[src/rtl/inject_arbiter.sv]
// inject_arbiter
//   Per-PE injection scheduler in front of the router's client port. Each of
//   N_CLIENTS requesters owns a token bucket that refills one token every
//   MAX_RATE cycles and holds at most MAX_TOKEN tokens. A round-robin arbiter
//   picks one eligible requester (flit pending and token available) per cycle
//   into a single-entry output register.
//
// Ports
//   clk        clock
//   rst        asynchronous reset, active-high
//   req_valid  per-client flit pending
//   req_data   per-client flit, client i at [i*DATA_W +: DATA_W]
//   req_ack    one-hot combinational ack; flit i taken this cycle
//   out_valid  output register holds a flit
//   out_data   flit toward the router injection port
//   out_ready  router accepts the held flit this cycle
module inject_arbiter #(
    parameter int unsigned N_CLIENTS = 4,
    parameter int unsigned MAX_RATE  = 10,
    parameter int unsigned MAX_TOKEN = 5,
    parameter int unsigned DATA_W    = 32
) (
    input  logic                        clk,
    input  logic                        rst,
    input  logic [N_CLIENTS-1:0]        req_valid,
    input  logic [N_CLIENTS*DATA_W-1:0] req_data,
    output logic [N_CLIENTS-1:0]        req_ack,
    output logic                        out_valid,
    output logic [DATA_W-1:0]           out_data,
    input  logic                        out_ready
);

    localparam int unsigned CntW = $clog2(MAX_TOKEN + 1);
    localparam int unsigned PerW = (MAX_RATE > 1) ? $clog2(MAX_RATE) : 1;
    localparam int unsigned PtrW = $clog2(N_CLIENTS);

    localparam logic [CntW-1:0] TokenMax = CntW'(MAX_TOKEN);
    localparam logic [PerW-1:0] PerLast  = PerW'(MAX_RATE - 1);
    localparam logic [PtrW-1:0] PtrLast  = PtrW'(N_CLIENTS - 1);

    logic [CntW-1:0]      cnt_q [N_CLIENTS];
    logic [CntW-1:0]      cnt_d [N_CLIENTS];
    logic [PerW-1:0]      per_q [N_CLIENTS];
    logic [PerW-1:0]      per_d [N_CLIENTS];
    logic [PtrW-1:0]      rr_q;
    logic [PtrW-1:0]      rr_d;
    logic                 out_valid_q;
    logic [DATA_W-1:0]    out_data_q;

    logic [N_CLIENTS-1:0] elig;
    logic [N_CLIENTS-1:0] grant;
    logic                 grant_any;
    logic [PtrW-1:0]      grant_idx;
    logic [DATA_W-1:0]    grant_data;
    logic                 load;

    // Round-robin pick starting at rr_q. Acks are suppressed while reset is
    // asserted so no client believes its flit was taken by a register that
    // is being cleared.
    always_comb begin
        int unsigned idx;
        idx        = 0;
        load       = !out_valid_q || out_ready;
        grant      = '0;
        grant_any  = 1'b0;
        grant_idx  = '0;
        grant_data = '0;
        for (int i = 0; i < N_CLIENTS; i++) begin
            elig[i] = req_valid[i] && (cnt_q[i] != '0);
        end
        if (load && !rst) begin
            for (int k = 0; k < N_CLIENTS; k++) begin
                idx = (int'(rr_q) + k) % N_CLIENTS;
                if (!grant_any && elig[idx]) begin
                    grant[idx] = 1'b1;
                    grant_any  = 1'b1;
                    grant_idx  = PtrW'(idx);
                    grant_data = req_data[idx*DATA_W +: DATA_W];
                end
            end
        end
        rr_d = (grant_idx == PtrLast) ? '0 : grant_idx + 1'b1;
    end

    // Token buckets. A replenish and a consume in the same cycle cancel, so
    // a full bucket that is drawn on at the refill point stays full.
    always_comb begin
        for (int i = 0; i < N_CLIENTS; i++) begin
            logic rep;
            rep      = (per_q[i] == PerLast);
            per_d[i] = rep ? '0 : per_q[i] + 1'b1;
            cnt_d[i] = cnt_q[i];
            if (rep && !grant[i]) begin
                if (cnt_q[i] != TokenMax) begin
                    cnt_d[i] = cnt_q[i] + 1'b1;
                end
            end else if (!rep && grant[i]) begin
                // grant implies cnt_q != 0, so this cannot underflow
                cnt_d[i] = cnt_q[i] - 1'b1;
            end
        end
    end

    always_ff @(posedge clk or posedge rst) begin
        if (rst) begin
            out_valid_q <= 1'b0;
            out_data_q  <= '0;
            rr_q        <= '0;
            for (int i = 0; i < N_CLIENTS; i++) begin
                cnt_q[i] <= TokenMax;
                per_q[i] <= '0;
            end
        end else begin
            for (int i = 0; i < N_CLIENTS; i++) begin
                cnt_q[i] <= cnt_d[i];
                per_q[i] <= per_d[i];
            end
            if (load) begin
                out_valid_q <= grant_any;
                if (grant_any) begin
                    out_data_q <= grant_data;
                    rr_q       <= rr_d;
                end
            end
        end
    end

    assign req_ack   = grant;
    assign out_valid = out_valid_q;
    assign out_data  = out_data_q;

endmodule

[config.mk]
export PLATFORM = sky130hd
export DESIGN_NAME = inject_arbiter
export DESIGN_NICKNAME = d
export VERILOG_FILES = /design/src/rtl/inject_arbiter.sv
export SDC_FILE = /design/constraint.sdc
export NUM_CORES = 1
export LEC_CHECK = 0
export ABC_AREA = 0
export BUFFER_PORTS_ARGS = -buffer_cell sky130_fd_sc_hd__buf_4
export CELL_PAD_IN_SITES_DETAIL_PLACEMENT = 0
export CELL_PAD_IN_SITES_GLOBAL_PLACEMENT = 1
export CORE_MARGIN = 5
export CORE_UTILIZATION = 43
export CTS_BUF_LIST = sky130_fd_sc_hd__clkbuf_4
export DETAILED_ROUTE_END_ITERATION = 7
export GPL_ROUTABILITY_DRIVEN = 1
export PLACE_DENSITY = 0.93
export SYNTH_ARGS = -nofsm -noshare
export SYNTH_HDL_FRONTEND = slang
export SYNTH_SLANG_ARGS = --single-unit
[constraint.sdc]
create_clock -name clk -period 4.6 [get_ports clk]
set_input_delay 0.69 -clock clk [delete_from_list [all_inputs] [get_ports clk]]
set_output_delay 0.69 -clock clk [all_outputs]
set_load 0.02 [all_outputs]
==> flow_metrics.py <==
metrics = {
    "worst_setup_path": {
        "crit_path_end_kind": "primary output",
        "worstSetupStartpointType": "flop",
        "slowest_delay_ns": 0.86,
        "crit_type": "flop to primary output",
        "reg2reg_depth": 10,
        "arrival_ns": 3.42,
        "cpMaxStageDelayCell": "o31ai_1",
        "worstPathRequired_ns": 3.91,
        "worstPathMaxFanout": 8,
        "crit_chain": "o31ai_1 -> nand3_1 -> a2111oi_4 -> o21ai_0 -> a31oi_4 -> buf_4",
    },
    "synth": {
        "yosysWarnings": 0,
        "async_flop_share_pct": 100.0,
        "syn-num-nets": 812,
        "synthAdderAreaFrac_pct": 2.690,
        "synth.avg_cell_area_um2": 10.07,
        "synth_simple_gate_area_share_pct": 8.948,
        "synth-edff-count": 0,
        "synth_top_family_by_area": "multiplexers",
        "synth_compound_area_share_pct": 22.90,
        "synth-seq-cells": 63,
        "synth_area_leaders": "mux4_2 (22%), dfrtp_1 (21%), mux2i_1 (14%)",
        "synth_top_area_cell": "mux4_2",
        "ys_types": 55,
        "muxShareOfSynthArea_pct": 36.00,
        "synthCells": 665,
        "syn_area_mm2": 0.006698,
        "synth-xor-area-share_pct": 1.308,
        "synth_top_area_share_pct": 21.86,
        "synth-main-ff-cell": "dfrtp_1",
        "yosysSeqAreaShare_pct": 23.69,
    },
    "timing": {
        "holdWs_ns": 0.4997,
        "worst_slack_ns": 0.4882,
        "layout_min_cycle_time_ns": 4.112,
        "fin_crit_sh_pct": 89.39,
        "drv_slew": 0,
        "hold_viol_final": 0,
        "slew_headroom_pct": 25.05,
        "skew_ns": 0.01879,
        "setup-violations-final": 0,
        "rsz0062_at_grt": "no",
        "timing.setup.tns_ns": 0,
        "worstMarginPinSlew_ns": 1.124,
        "clock.fmax_mhz": 243.2,
    },
    "floorplan": {
        "io_pins": 172,
        "row_count": 45,
        "start_util_pct": 43.90,
        "die_h_um": 134.8,
        "die-area_mm2": 0.01817,
        "core_area_mm2": 0.01526,
        "die_w_um": 134.8,
    },
    "final_layout": {
        "finalNetCount": 949,
        "drive_above_1_share_pct": 35.81,
        "finalCoreUtilization_pct": 54.72,
        "layout_commonest_cell": "buf_4",
        "instances_no_fill": 1019,
        "layout_common_cells": "buf_4 (181), mux2i_1 (91), mux4_2 (65)",
        "syn2layout_area_growth_pct": 24.66,
        "final_area_mm2": 0.008349,
    },
    "global_route": {
        "track_usage_pct": 20.99,
        "grt_pass1_wl_um": 31360,
        "grt_pass1_vias": 6261,
        "grt_start_max_net_pins": 72,
        "grt-ovfl-total": 0,
        "antenna_found_initial": 1,
    },
    "clock_network": {
        "cts.path.max_buffers": 2,
        "cts-resized-gates": 0,
        "cts_root_buffer": "clkbuf_4",
        "cts_setup_buffers": 0,
        "tritoncts": "built",
        "hold_buffers": 0,
        "htreeDepth": 3,
        "cts.sinks": 63,
        "cts_buffers": 9,
        "clk_pin_slew_ns": 0.12,
        "clock_latency_ns": 0.41,
    },
    "drt": {
        "drtAntennaViolNets": 0,
        "first_iter_violations": 429,
        "routed_wl_um": 19240,
        "viasPerCell": 6.201,
        "route.vias.total": 6319,
        "routedWlPerCell_um": 18.89,
        "dr.pass1.iters": 5,
        "drc_errors": 0,
    },
    "hold_path": {
        "min_path_cells": 1,
        "hold_path_class": "flop to flop",
    },
    "run": {
        "cap_violations": 0,
    },
    "placed_design": {
        "finalWeightedCongestion": 0.8169,
        "preCtsSetupSlack_ns": 0.8258,
        "dp_cells": 1002,
        "numPortBuffers": 171,
        "dp_hpwl_um": 13340,
        "place_area_mm2": 0.008167,
    },
    "power_and_ir_drop": {
        "totalPowerFinal_mw": 5.744,
        "p_leak_nw": 3.571,
        "peakVddDrop_mv": 0.5542,
        "p_per_area_mw_per_mm2": 687.9,
    },
    "status": {
        "outcome": "finished, final reports clean",
    },
}
synthesized netlist by cell type (6+ instances only):
cell and number:
o22ai_1 44, a21oi_1 43, a22oi_1 12, nand2b_1 6, a222oi_1 14, dfrtp_1 55
nor2_1 33, ha_1 8, and2_1 11, clkbuf_1 45, o211ai_1 6, o31ai_1 6
o21ai_0 28, buf_1 8, a31oi_1 13, nand2_1 54, a311oi_1 9, o221ai_1 7
mux4_2 65, mux2i_1 92, inv_1 22, xnor2_1 9, dfstp_2 8
report_power, final:
group,switching [mW],total [mW],internal [mW],leakage [nW]
clock,0.215,0.500,0.285,0.0962
combinational,2.23,4.24,2.01,2.76
sequential,0.204,1.00,0.796,0.719
worst paths after layout:
| path | startpoint | slack [ns] | end |
|---|---|---|---|
| setup / recovery | cnt_q[4]$_DFFE_PP0P_ | 0.49 | req_ack[1] |
| hold / removal | per_q[14]$_DFF_PP0_ | 0.50 | per_q[14]$_DFF_PP0_ |
| setup reg to reg | cnt_q[4]$_DFFE_PP0P_ | 0.78 | cnt_q[4]$_DFFE_PP0P_ |
| hold reg to reg | per_q[14]$_DFF_PP0_ | 0.50 | per_q[14]$_DFF_PP0_ |
| max in group asynchronous | rst | 3.42 | rr_q[0]$_DFFE_PP0P_ |
| min in group asynchronous | rst | 0.56 | cnt_q[4]$_DFFE_PP0P_ |
flip-flops by register name, summed over array words and instances (netlist names):
| name | flops |
|---|---|
| rr_q | 2 |
| out_data | 32 |
| per_q | 16 |
| cnt_q | 12 |
| out_valid | 1 |
layout make-up:
cell class	count	area [um^2]
inverters	24	90.09
repair buffers	181	1359
clock buffers	11	82.58
clock inverters	5	97.59
multi-input cells	523	4863
diodes	1	2.502
flip-flops and latches	63	1590
fillers	1386	6909
well taps	211	264.0
cells by family (layout without fill, tap and decap cells):
family | Yosys count | after routing
AOI/OAI and AO/OA | 214 | 214
muxes | 158 | 158
and+or+nand+nor | 129 | 129
buffers and inverters | 79 | 221
DFF | 63 | 63
adders and majority gates | 12 | 12
xor gates and xnor gates | 10 | 10
other | 0 | 1
critical path: cells and delay by family, from the launching register on:
kind,cells,cell delay (ns)
AND/OR/NAND/NOR,1,0.24
AO/OA/AOI/OAI,4,2.08
flip-flops,1,0.47
buffers and inverters,1,0.21
layer usage:
| layer | vias to the layer above | GRT usage (%) | share of wire (%) | wire (um) |
|---|---|---|---|---|
| met5 | - | 0 | 0 | 0 |
| met4 | 0 | 6.109 | 1.2 | 233 |
| met3 | 18 | 3.502 | 7.6 | 1458 |
| met2 | 264 | 33.99 | 47 | 9000 |
| met1 | 3099 | 29.10 | 44 | 8551 |
| li1 | 2938 | - | - | - |
No activity file was read; power rests on OpenSTA's default activity.
